`src/rtl/minmax_pkg.sv`:
```
// Shared constants for the min/max packet statistics stage.
// Holds the FSM state encoding and the default widths.
package minmax_pkg;

    localparam int DEF_W     = 3;
    localparam int DEF_CNT_W = 8;

    typedef logic [1:0] state_t;

    localparam state_t ST_IDLE   = 2'd0;
    localparam state_t ST_ACCUM  = 2'd1;
    localparam state_t ST_REPORT = 2'd2;

endpackage

```
`src/rtl/mag_cmp.sv`:
```
// Unsigned magnitude comparator slice: exactly one of gt/eq/lt is high.
module mag_cmp #(
    parameter int W = 3
) (
    input  logic [W-1:0] a,
    input  logic [W-1:0] b,
    output logic         gt,
    output logic         eq,
    output logic         lt
);

    assign gt = (a > b);
    assign eq = (a == b);
    assign lt = (a < b);

endmodule

```
`src/rtl/minmax_tracker.sv`:
```
// Packet statistics stage: tracks min, max, saturating count and all-equal
// over a valid/ready input stream and hands one summary per packet downstream.
module minmax_tracker
    import minmax_pkg::*;
#(
    parameter int W     = DEF_W,
    parameter int CNT_W = DEF_CNT_W
) (
    input  logic             clk,
    input  logic             rst_n,
    input  logic             in_valid,
    output logic             in_ready,
    input  logic [W-1:0]     in_data,
    input  logic             in_last,
    output logic             out_valid,
    input  logic             out_ready,
    output logic [W-1:0]     out_min,
    output logic [W-1:0]     out_max,
    output logic [CNT_W-1:0] out_count,
    output logic             out_ovf,
    output logic             out_all_eq
);

    state_t           state_q, state_d;
    logic [W-1:0]     min_q, min_d;
    logic [W-1:0]     max_q, max_d;
    logic [CNT_W-1:0] cnt_q, cnt_d;
    logic             ovf_q, ovf_d;

    logic max_gt, max_eq, max_lt;
    logic min_gt, min_eq, min_lt;
    logic mm_gt, mm_eq, mm_lt;
    logic in_fire, out_fire;
    logic unused_cmp;

    mag_cmp #(.W(W)) u_cmp_max (.a(in_data), .b(max_q), .gt(max_gt), .eq(max_eq), .lt(max_lt));
    mag_cmp #(.W(W)) u_cmp_min (.a(in_data), .b(min_q), .gt(min_gt), .eq(min_eq), .lt(min_lt));
    mag_cmp #(.W(W)) u_cmp_mm  (.a(min_q),   .b(max_q), .gt(mm_gt),  .eq(mm_eq),  .lt(mm_lt));

    // Only one decision per slice is needed; the rest are tied off here.
    assign unused_cmp = ^{max_eq, max_lt, min_gt, min_eq, mm_gt, mm_lt};

    assign in_ready  = (state_q != ST_REPORT);
    assign out_valid = (state_q == ST_REPORT);
    assign in_fire   = in_valid & in_ready;
    assign out_fire  = out_valid & out_ready;

    assign out_min    = min_q;
    assign out_max    = max_q;
    assign out_count  = cnt_q;
    assign out_ovf    = ovf_q;
    assign out_all_eq = mm_eq & out_valid;

    always_comb begin
        state_d = state_q;
        min_d   = min_q;
        max_d   = max_q;
        cnt_d   = cnt_q;
        ovf_d   = ovf_q;
        case (state_q)
            ST_IDLE: begin
                if (in_fire) begin
                    min_d   = in_data;
                    max_d   = in_data;
                    cnt_d   = CNT_W'(1);
                    ovf_d   = 1'b0;
                    state_d = in_last ? ST_REPORT : ST_ACCUM;
                end
            end
            ST_ACCUM: begin
                if (in_fire) begin
                    // Ties never move the extremes.
                    if (max_gt) max_d = in_data;
                    if (min_lt) min_d = in_data;
                    if (&cnt_q) ovf_d = 1'b1;
                    else        cnt_d = cnt_q + CNT_W'(1);
                    if (in_last) state_d = ST_REPORT;
                end
            end
            ST_REPORT: begin
                if (out_fire) begin
                    state_d = ST_IDLE;
                    min_d   = '0;
                    max_d   = '0;
                    cnt_d   = '0;
                    ovf_d   = 1'b0;
                end
            end
            default: state_d = ST_IDLE;
        endcase
    end

    always_ff @(posedge clk or negedge rst_n) begin
        if (!rst_n) begin
            state_q <= ST_IDLE;
            min_q   <= '0;
            max_q   <= '0;
            cnt_q   <= '0;
            ovf_q   <= 1'b0;
        end else begin
            state_q <= state_d;
            min_q   <= min_d;
            max_q   <= max_d;
            cnt_q   <= cnt_d;
            ovf_q   <= ovf_d;
        end
    end

endmodule
```
`config.mk`:
```
export PLATFORM = sky130hd
export DESIGN_NAME = minmax_tracker
export DESIGN_NICKNAME = d
export VERILOG_FILES = /design/src/rtl/minmax_pkg.sv /design/src/rtl/mag_cmp.sv /design/src/rtl/minmax_tracker.sv
export SDC_FILE = /design/constraint.sdc
export NUM_CORES = 1
export LEC_CHECK = 0
export CAP_MARGIN = 40
export CORE_UTILIZATION = 49
export DETAILED_ROUTE_END_ITERATION = 16
export HOLD_SLACK_MARGIN = 0.15
export PLACE_DENSITY = 0.77
export SETUP_SLACK_MARGIN = 0.05
export SLEW_MARGIN = 20
export SYNTH_ARGS = -nofsm -noshare
export SYNTH_HDL_FRONTEND = slang
export SYNTH_SLANG_ARGS = --single-unit
```
`constraint.sdc`:
```
create_clock -name clk -period 2.7 [get_ports clk]
set_clock_uncertainty 0.05 [all_clocks]
set_input_delay 0.54 -clock clk [delete_from_list [all_inputs] [get_ports clk]]
set_output_delay 0.54 -clock clk [all_outputs]
set_load 0.02 [all_outputs]
```
==> results.cfg, run 1 <==
[layout]
layout-drive-gt1-share_pct = 11.4
fin_cells = 177
syn_to_final_growth_pct = 29.6
final_nets = 168
antennaDiodeCount = 0
utilization_pct = 67.2

[synthesis]
syn_nets = 138
synth-seq-cells = 17
netlist_area_mm2 = 0.00114
synth.distinct_cells = 38
yosys_warnings = 0
yosys-top-cells-area = dfrtp_1 (37%), ha_1 (11%), mux2_2 (5.9%)
seq_area_frac_synth_pct = 37.4
synth_top_area_share_pct = 37.4
postSynthAreaPerCell_um2 = 9.47
yosys.area.top_type = dfrtp_1
synthCells = 120

[critical_path]
crit_required_ns = 2.11
reg2reg_slack_ns = 0.38
criticalPathCategory = register to output pin
start_kind = register
cp-end-kind = output pin
critPathArrivalTime_ns = 1.76
path_max_fanout = 6

[placement]
place_congestion = 0.834
placedCellCount = 172
dpl.hpwl_mm = 2.02
detailedPlace.worstSlack_ns = 0.179
port-buffer-count = 25

[floorplanning]
core-area_mm2 = 0.00219
ios = 26
die_w_um = 50.2
rows = 17
dieArea_mm2 = 0.00252
die_y_um = 50.2
initial_core_util_pct = 51.9

[clocking]
cts-root-buf = clkbuf_4
hold_buffers = 0
cts_tree = yes
clk_pin_slew_ns = 0.11
postCtsSetupRepairBufs = 0
ctsResizeCount = 0
clkSinkCount = 17
clk_latency_ns = 0.29
cts_made_buffers = 3
cts_max_path_buffers = 2
h-tree-depth = 1

[detailed_routing]
drt-total-wl_mm = 2.64
antenna_left = 0
vias = 1041
drtIter0Drc = 17
drc = 0
via_per_inst = 5.88
wl_per_cell_um = 14.9
drtPass1Iterations = 4

[grt]
antenna_found_initial = 0
grt_pass1_vias = 1033
grt_usage_pct = 24.0
grt_pass1_wl_mm = 4.53
grt_max_degree = 18
grt_overflow_total = 0

[timing]
finalCritPeriodShare_pct = 87.0
max_freq_ghz = 0.426
hold_viol_final = 0
rsz0062_at_grt = false
finalCriticalPeriod_ns = 2.35
timing.final.ws_setup_ns = 0.351
worst_pin_slew_ns = 0.451
drv_slew = 0
slew_headroom_pct = 69.9
setup_viol = 0
setup_tns_ns = 0

[flow_run]
cap_violations = 0

[power]
power_density_mw_per_mm2 = 873
power.leakage_nw = 0.685
peakVddDrop_mv = 0.719

[status]
status = finished, final reports clean

[worst_hold_path]
worstHoldPathType = input port to asynchronous set/reset pin
[routing by layer]
metal / up-vias / share of wire, % / global-route usage [%]
met1: 512 / 45 / 32.6
met3: 2 / 4.6 / 3.64
met5: - / 0 / 0
met4: 0 / 0.64 / 8.10
met2: 25 / 49 / 38.7
li1: 502 / - / -
[worst paths after layout]
kind | startpoint | to | depth (start not counted)
max | state_q[0] | out_valid | 4
min | rst_n | out_min[1] | 1
max reg2reg | state_q[0] | out_count[3] | 7
min reg2reg | out_ovf | out_ovf | 1
max in group asynchronous | rst_n | out_count[7] | 2
min in group clk | out_ovf | out_ovf | 1
[worst max-delay path, stage by stage, from the launching register on]
cell and delay (ns):
dfrtp_1 0.44, inv_1 0.10, ha_1 0.17, buf_4 0.15, clkdlybuf4s50_1 0.60
[synth_stat cells]
master and instances:
or4_1 2, a211o_1 1, inv_1 12, o31ai_1 7, dfrtp_1 17, nor3b_1 1
a211oi_1 1, nor2_1 9, o32a_1 1, buf_1 1, and3_1 2, a31oi_1 2
and4_1 1, a21oi_1 4, a2bb2oi_1 1, a32oi_1 1, inv_2 1, o311ai_0 5
xor2_1 3, clkbuf_1 3, nor2b_1 2, nor4_1 2, nand2_1 6, nand2b_1 2
or3b_4 1, nand3_1 4, ha_1 10, a2111oi_0 1, mux2_2 6, o21ai_0 3
nand2_4 1, and2_1 1, nand4_1 1, nor2b_2 1, o22ai_1 1, nor3_1 1
or4b_1 1, o2bb2ai_1 1
[through the flow]
step / cell area (um2) / total power [mW] / hold slack (ns)
3_3_place_gp: 1430 / 1.12 / 0.435
6_report: 1470 / 1.29 / 0.360
3_5_place_dp: 1430 / 1.15 / 0.440
5_1_grt: 1470 / 1.38 / 0.357
4_1_cts: 1460 / 1.29 / 0.464
2_1_floorplan: 1140 / 0.858 / 0.194
[kinds of logic (layout without fill, tap and decap cells)]
logic type,count (synthesis),in the layout,synth area share (%)
multiplexers,6,6,5.95
AND/OR/NAND/NOR,38,38,19.1
flip-flops,17,17,37.4
adder cells (fa/ha/maj),10,10,11.0
buffers and inverters,17,46,5.62
XOR/XNOR,3,3,2.31
AO/OA/AOI/OAI,29,29,18.6
[flip-flops by register name (all words and copies together) (netlist names)]
register and cells:
out_count 8, out_max 3, out_min 3, out_ovf 1
state_q 2
[cells in the final DEF, fill, tap and decap left out, drive strengths merged, types with 2 or more instances in the layout]
cell,count
nand2,7
a21oi,4
o31ai,7
inv,13
o21ai,3
a31oi,2
xor2,3
nor2b,3
o311ai,5
nor2,9
nand2b,2
clkdlybuf4s50,24
buf,4
mux2,6
nor4,2
nand3,4
or4,2
clkbuf,4
and3,2
dfrtp,17
ha,10
[area by class of cell]
class / instances / area [um2]
fillers: 182 / 718
multi-input cells: 86 / 647
flip-flops and latches: 17 / 425
repair buffers: 29 / 290
inverters: 13 / 48.8
well taps: 28 / 35.0
clock buffers: 4 / 26.3
[where the power goes]
group / switching, mW / internal (mW)
clock: 0.0808 / 0.0573
sequential: 0.0800 / 0.320
combinational: 0.390 / 0.357
Note: power is estimated with default switching activity, not from simulation.
==> inputs of run 2 (changes only) <==
- GPL_TIMING_DRIVEN: unset -> 0
==> run 2 against run 1 <==
Compared with the run above:
- maximum frequency down 2.1%
- non-clock buffer count increased by 1
- power decreased by 2.8%
- worst hold slack improved by 0.011 ns
- combinational power down 4.1%
- first-iteration DRC count grew 24%
==> results.cfg, run 2 (synthesis gave the netlist of run 1 again) <==
[clocking]
cts-root-buf = clkbuf_4
postCtsSetupRepairBufs = 0
clk_latency_ns = 0.29
cts_tree = yes
h-tree-depth = 1
clk_pin_slew_ns = 0.11
hold_buffers = 0
clkSinkCount = 17
cts_made_buffers = 3
cts_max_path_buffers = 2

[placement]
dpl.hpwl_mm = 1.98
placedCellCount = 173
port-buffer-count = 25
place_congestion = 0.844
detailedPlace.worstSlack_ns = 0.0689

[critical_path]
crit_chain = inv_1, ha_2, inv_1, nor4_1, dlygate4sd2_1
cp-end-kind = output pin
r2r_cells = 7
critPathArrivalTime_ns = 1.81
reg2reg_slack_ns = 0.39
crit_family = buffers and inverters
cpMostUsedCell = inv_1
cpPeakStageDelay_ns = 0.44
reg2reg_to = out_count[0]
start_kind = register
crit_buf_inv = 3
criticalPathCategory = register to output pin
slowest_stage = dfrtp_1
path_max_fanout = 7
crit_required_ns = 2.11
r2r_start = state_q[1]

[layout]
layout-drive-gt1-share_pct = 10.0
final_common_cell = clkdlybuf4s50_1
multi_input_area_um2 = 649
fill_cells = 181
antennaDiodeCount = 0
fin_cells = 178
final_nets = 169
largest_reg_flops = 8
regArea_um2 = 425
final_cell_mix = clkdlybuf4s50_1 (24), dfrtp_1 (17), inv_1 (12)
syn_to_final_growth_pct = 28.9

[grt]
grt_overflow_total = 0
antenna_found_initial = 0
grt_max_degree = 18
grt_pass1_vias = 1021
grt_usage_pct = 24.0
grt_pass1_wl_mm = 4.57

[power]
power_density_mw_per_mm2 = 854
power.leakage_nw = 0.660
peakVddDrop_mv = 0.677
total_power_mw = 1.25

[timing]
worst_pin_slew_ns = 0.581
setup_viol = 0
setup_tns_ns = 0
finalCritPeriodShare_pct = 88.9
timing.final.ws_setup_ns = 0.300
slew_headroom_pct = 61.0
finalCriticalPeriod_ns = 2.40
rsz0062_at_grt = false
whs_ns = 0.371
hold_viol_final = 0
drv_slew = 0
max_freq_ghz = 0.417

[floorplanning]
rows = 17
dieArea_mm2 = 0.00252
die_y_um = 50.2
ios = 26
core-area_mm2 = 0.00219
initial_core_util_pct = 51.9
die_w_um = 50.2

[detailed_routing]
drt-total-wl_mm = 2.58
drtPass1Iterations = 4
antenna_left = 0
drc = 0
via_per_inst = 5.84
wl_per_cell_um = 14.5
vias = 1039
drtIter0Drc = 21

[status]
status = finished, final reports clean

[flow_run]
cap_violations = 0

[worst_hold_path]
worstHoldPathType = input port to asynchronous set/reset pin
## run 2: cell count changes in the layout (fill, tap and decap cells not counted)
| cell | delta |
|---|---|
| clkbuf_1 | +3 |
| dlymetal6s2s_1 | -1 |
| ha_1 | -1 |
| buf_1 | +1 |
| buf_4 | -3 |
| ha_2 | +1 |
| dlygate4sd2_1 | +1 |
## run 2: through the flow
step                cell area, um2  util, %
floorplan                     1140        -
global placement              1420     64.9
detailed placement            1420     64.9
CTS                           1450     66.0
global route                  1460     66.8
finish                        1460     66.8
## run 2: final cells by class
| cell class | instances | share of cell area (%) |
|---|---|---|
| multi-input cells | 86 | 44.4 |
| plain buffers | 4 | 1.03 |
| clock buffers | 4 | 1.79 |
| repair buffers | 26 | 18.0 |
| inverters | 13 | 3.33 |
| well taps | 28 | 2.39 |
| flip-flops and latches | 17 | 29.1 |
## run 2: per-layer routing
layer / part of all wire (%) / GRT usage [%] / vias up
met2: 48 / 37.8 / 24
met5: 0 / 0 / -
li1: - / - / 507
met1: 48 / 31.9 / 506
met4: 0.66 / 10.5 / 0
met3: 3.6 / 4.55 / 2
## run 2: worst max path at each step
stage / from / to / slack, ns / cells past startpoint
6_report: state_q[0] / out_all_eq / 0.30 / 5
5_1_grt: state_q[0] / out_all_eq / 0.15 / 5
4_1_cts: state_q[0] / out_all_eq / 0.19 / 5
3_5_place_dp: in_data[1] / out_min[1] / 0.07 / 5
3_3_place_gp: in_data[1] / out_min[2] / 0.08 / 5
2_1_floorplan: state_q[0] / out_all_eq / 0.29 / 4
## run 2: repair_timing
item                                   4_1_cts  5_1_grt
gates cloned                                 0        0
pin swaps                                    0        0
endpoints found under the hold margin        0        0
gates resized for setup                      1        1
setup endpoints to repair                    1        1
## run 2: power breakdown
group	switching [mW]	leakage, nW	internal (mW)
sequential	0.0756	0.221	0.320
combinational	0.383	0.424	0.333
clock	0.0804	0.0150	0.0574
==> inputs of run 3 (changes only) <==
- clock period: 2.7 -> 2.55 ns (I/O delays scaled with it)
==> run 3 against run 2 <==
Compared with the run above:
- wire length stayed put
- utilization stayed put
- via count stayed put
- combinational power is 5.9% higher
- critical path type unchanged
==> results.cfg, run 3 (synthesis gave the netlist of run 1 again) <==
[layout]
fin_cells = 178
fill_cells = 181
final_nets = 169
syn_to_final_growth_pct = 28.9
largest_reg_flops = 8
layout-drive-gt1-share_pct = 10.0
design_area_mm2 = 0.00146
final_common_cell = clkdlybuf4s50_1
final_cell_mix = clkdlybuf4s50_1 (24), dfrtp_1 (17), inv_1 (12)
antennaDiodeCount = 0

[timing]
finalCriticalPeriod_ns = 2.35
worst_pin_slew_ns = 0.581
slew_headroom_pct = 61.0
finalCritPeriodShare_pct = 92.2
max_freq_ghz = 0.425
whs_ns = 0.341
setup_viol = 0
drv_slew = 0
hold_viol_final = 0
timing.final.ws_setup_ns = 0.198
rsz0062_at_grt = false

[grt]
grt_usage_pct = 24.0
grt_max_degree = 18
grt_pass1_vias = 1021
grt_overflow_total = 0
antenna_found_initial = 0
grt_pass1_wl_mm = 4.57

[floorplanning]
die_w_um = 50.2
core-area_mm2 = 0.00219
rows = 17
initial_core_util_pct = 51.9
dieArea_mm2 = 0.00252
die_y_um = 50.2
ios = 26

[detailed_routing]
top_layer_used = met4
wl_per_cell_um = 14.5
wl_met2_mm = 1.24
drt-total-wl_mm = 2.58
wl_met1_mm = 1.23
via_per_inst = 5.84
drtIter0Drc = 21
drtPass1Iterations = 4
route.met3.wl_um = 94
vias = 1039
antenna_left = 0
drc = 0

[placement]
dpl.hpwl_mm = 1.98
post_dp_cell_area_mm2 = 0.00142
placedCellCount = 173
detailedPlace.worstSlack_ns = -0.0511
port-buffer-count = 25
place_congestion = 0.844

[clocking]
cts_tree = yes
h-tree-depth = 1
cts_made_buffers = 3
postCtsSetupRepairBufs = 0
hold_buffers = 0
cts_max_path_buffers = 2
clk_pin_slew_ns = 0.11
clkSinkCount = 17
cts-root-buf = clkbuf_4
clk_latency_ns = 0.29

[flow_run]
cap_violations = 0

[critical_path]
r2r_cells = 7
criticalPathCategory = register to output pin
reg2reg_slack_ns = 0.24
path_max_fanout = 7
cp-end-kind = output pin
critPathArrivalTime_ns = 1.79
crit_required_ns = 1.99
start_kind = register

[worst_hold_path]
worstHoldPathType = input port to asynchronous set/reset pin

[power]
power_density_mw_per_mm2 = 904
peakVddDrop_mv = 0.717
power.leakage_nw = 0.661

[status]
status = finished, final reports clean
-- run 3: worst max-delay path, cell delays in order (launching register included) --
cell           delay [ns]
dfrtp_1              0.44
inv_1                0.10
ha_2                 0.26
inv_1                0.10
nor4_1               0.26
dlygate4sd1_1        0.34
-- run 3: repair_timing --
action	4_1_cts	5_1_grt
setup endpoints to repair	1	2
gates cloned	0	0
resized for setup	1	3
pin swaps	0	0
-- run 3: worst paths after layout --
kind                       startpoint      endpoint
hold reg to reg               out_ovf       out_ovf
max in group asynchronous       rst_n    out_max[0]
setup reg to reg           state_q[1]  out_count[0]
hold / removal                  rst_n    out_min[1]
setup / recovery           state_q[0]    out_all_eq
min in group clk              out_ovf       out_ovf
-- run 3: cell type report --
type | count | area (um2) | share of cell area [%]
Multi-Input combinational cell | 86 | 649 | 44.4
Sequential cell | 17 | 425 | 29.1
Timing Repair Buffer | 26 | 264 | 18.0
Inverter | 13 | 48.8 | 3.33
Tap cell | 28 | 35.0 | 2.39
Clock buffer | 4 | 26.3 | 1.79
Buffer | 4 | 15.0 | 1.03
-- run 3: stage by stage --
stage	util (%)	power (mW)	setup TNS, ns
2_1_floorplan	-	0.908	0
3_3_place_gp	64.9	1.16	-0.113
3_5_place_dp	64.9	1.18	-0.138
4_1_cts	66.0	1.33	0
5_1_grt	66.8	1.42	0
6_report	66.8	1.32	0
-- run 3: power breakdown --
group | total, mW | switching [mW] | internal (mW)
clock | 0.146 | 0.0851 | 0.0608
combinational | 0.758 | 0.406 | 0.352
sequential | 0.419 | 0.0800 | 0.339
total | 1.32 | 0.571 | 0.752
-- run 3: metal layers --
metal | track usage [%] | vias up
met1 | 31.9 | 506
li1 | - | 507
met3 | 4.55 | 2
met5 | 0 | -
met4 | 10.5 | 0
met2 | 37.8 | 24
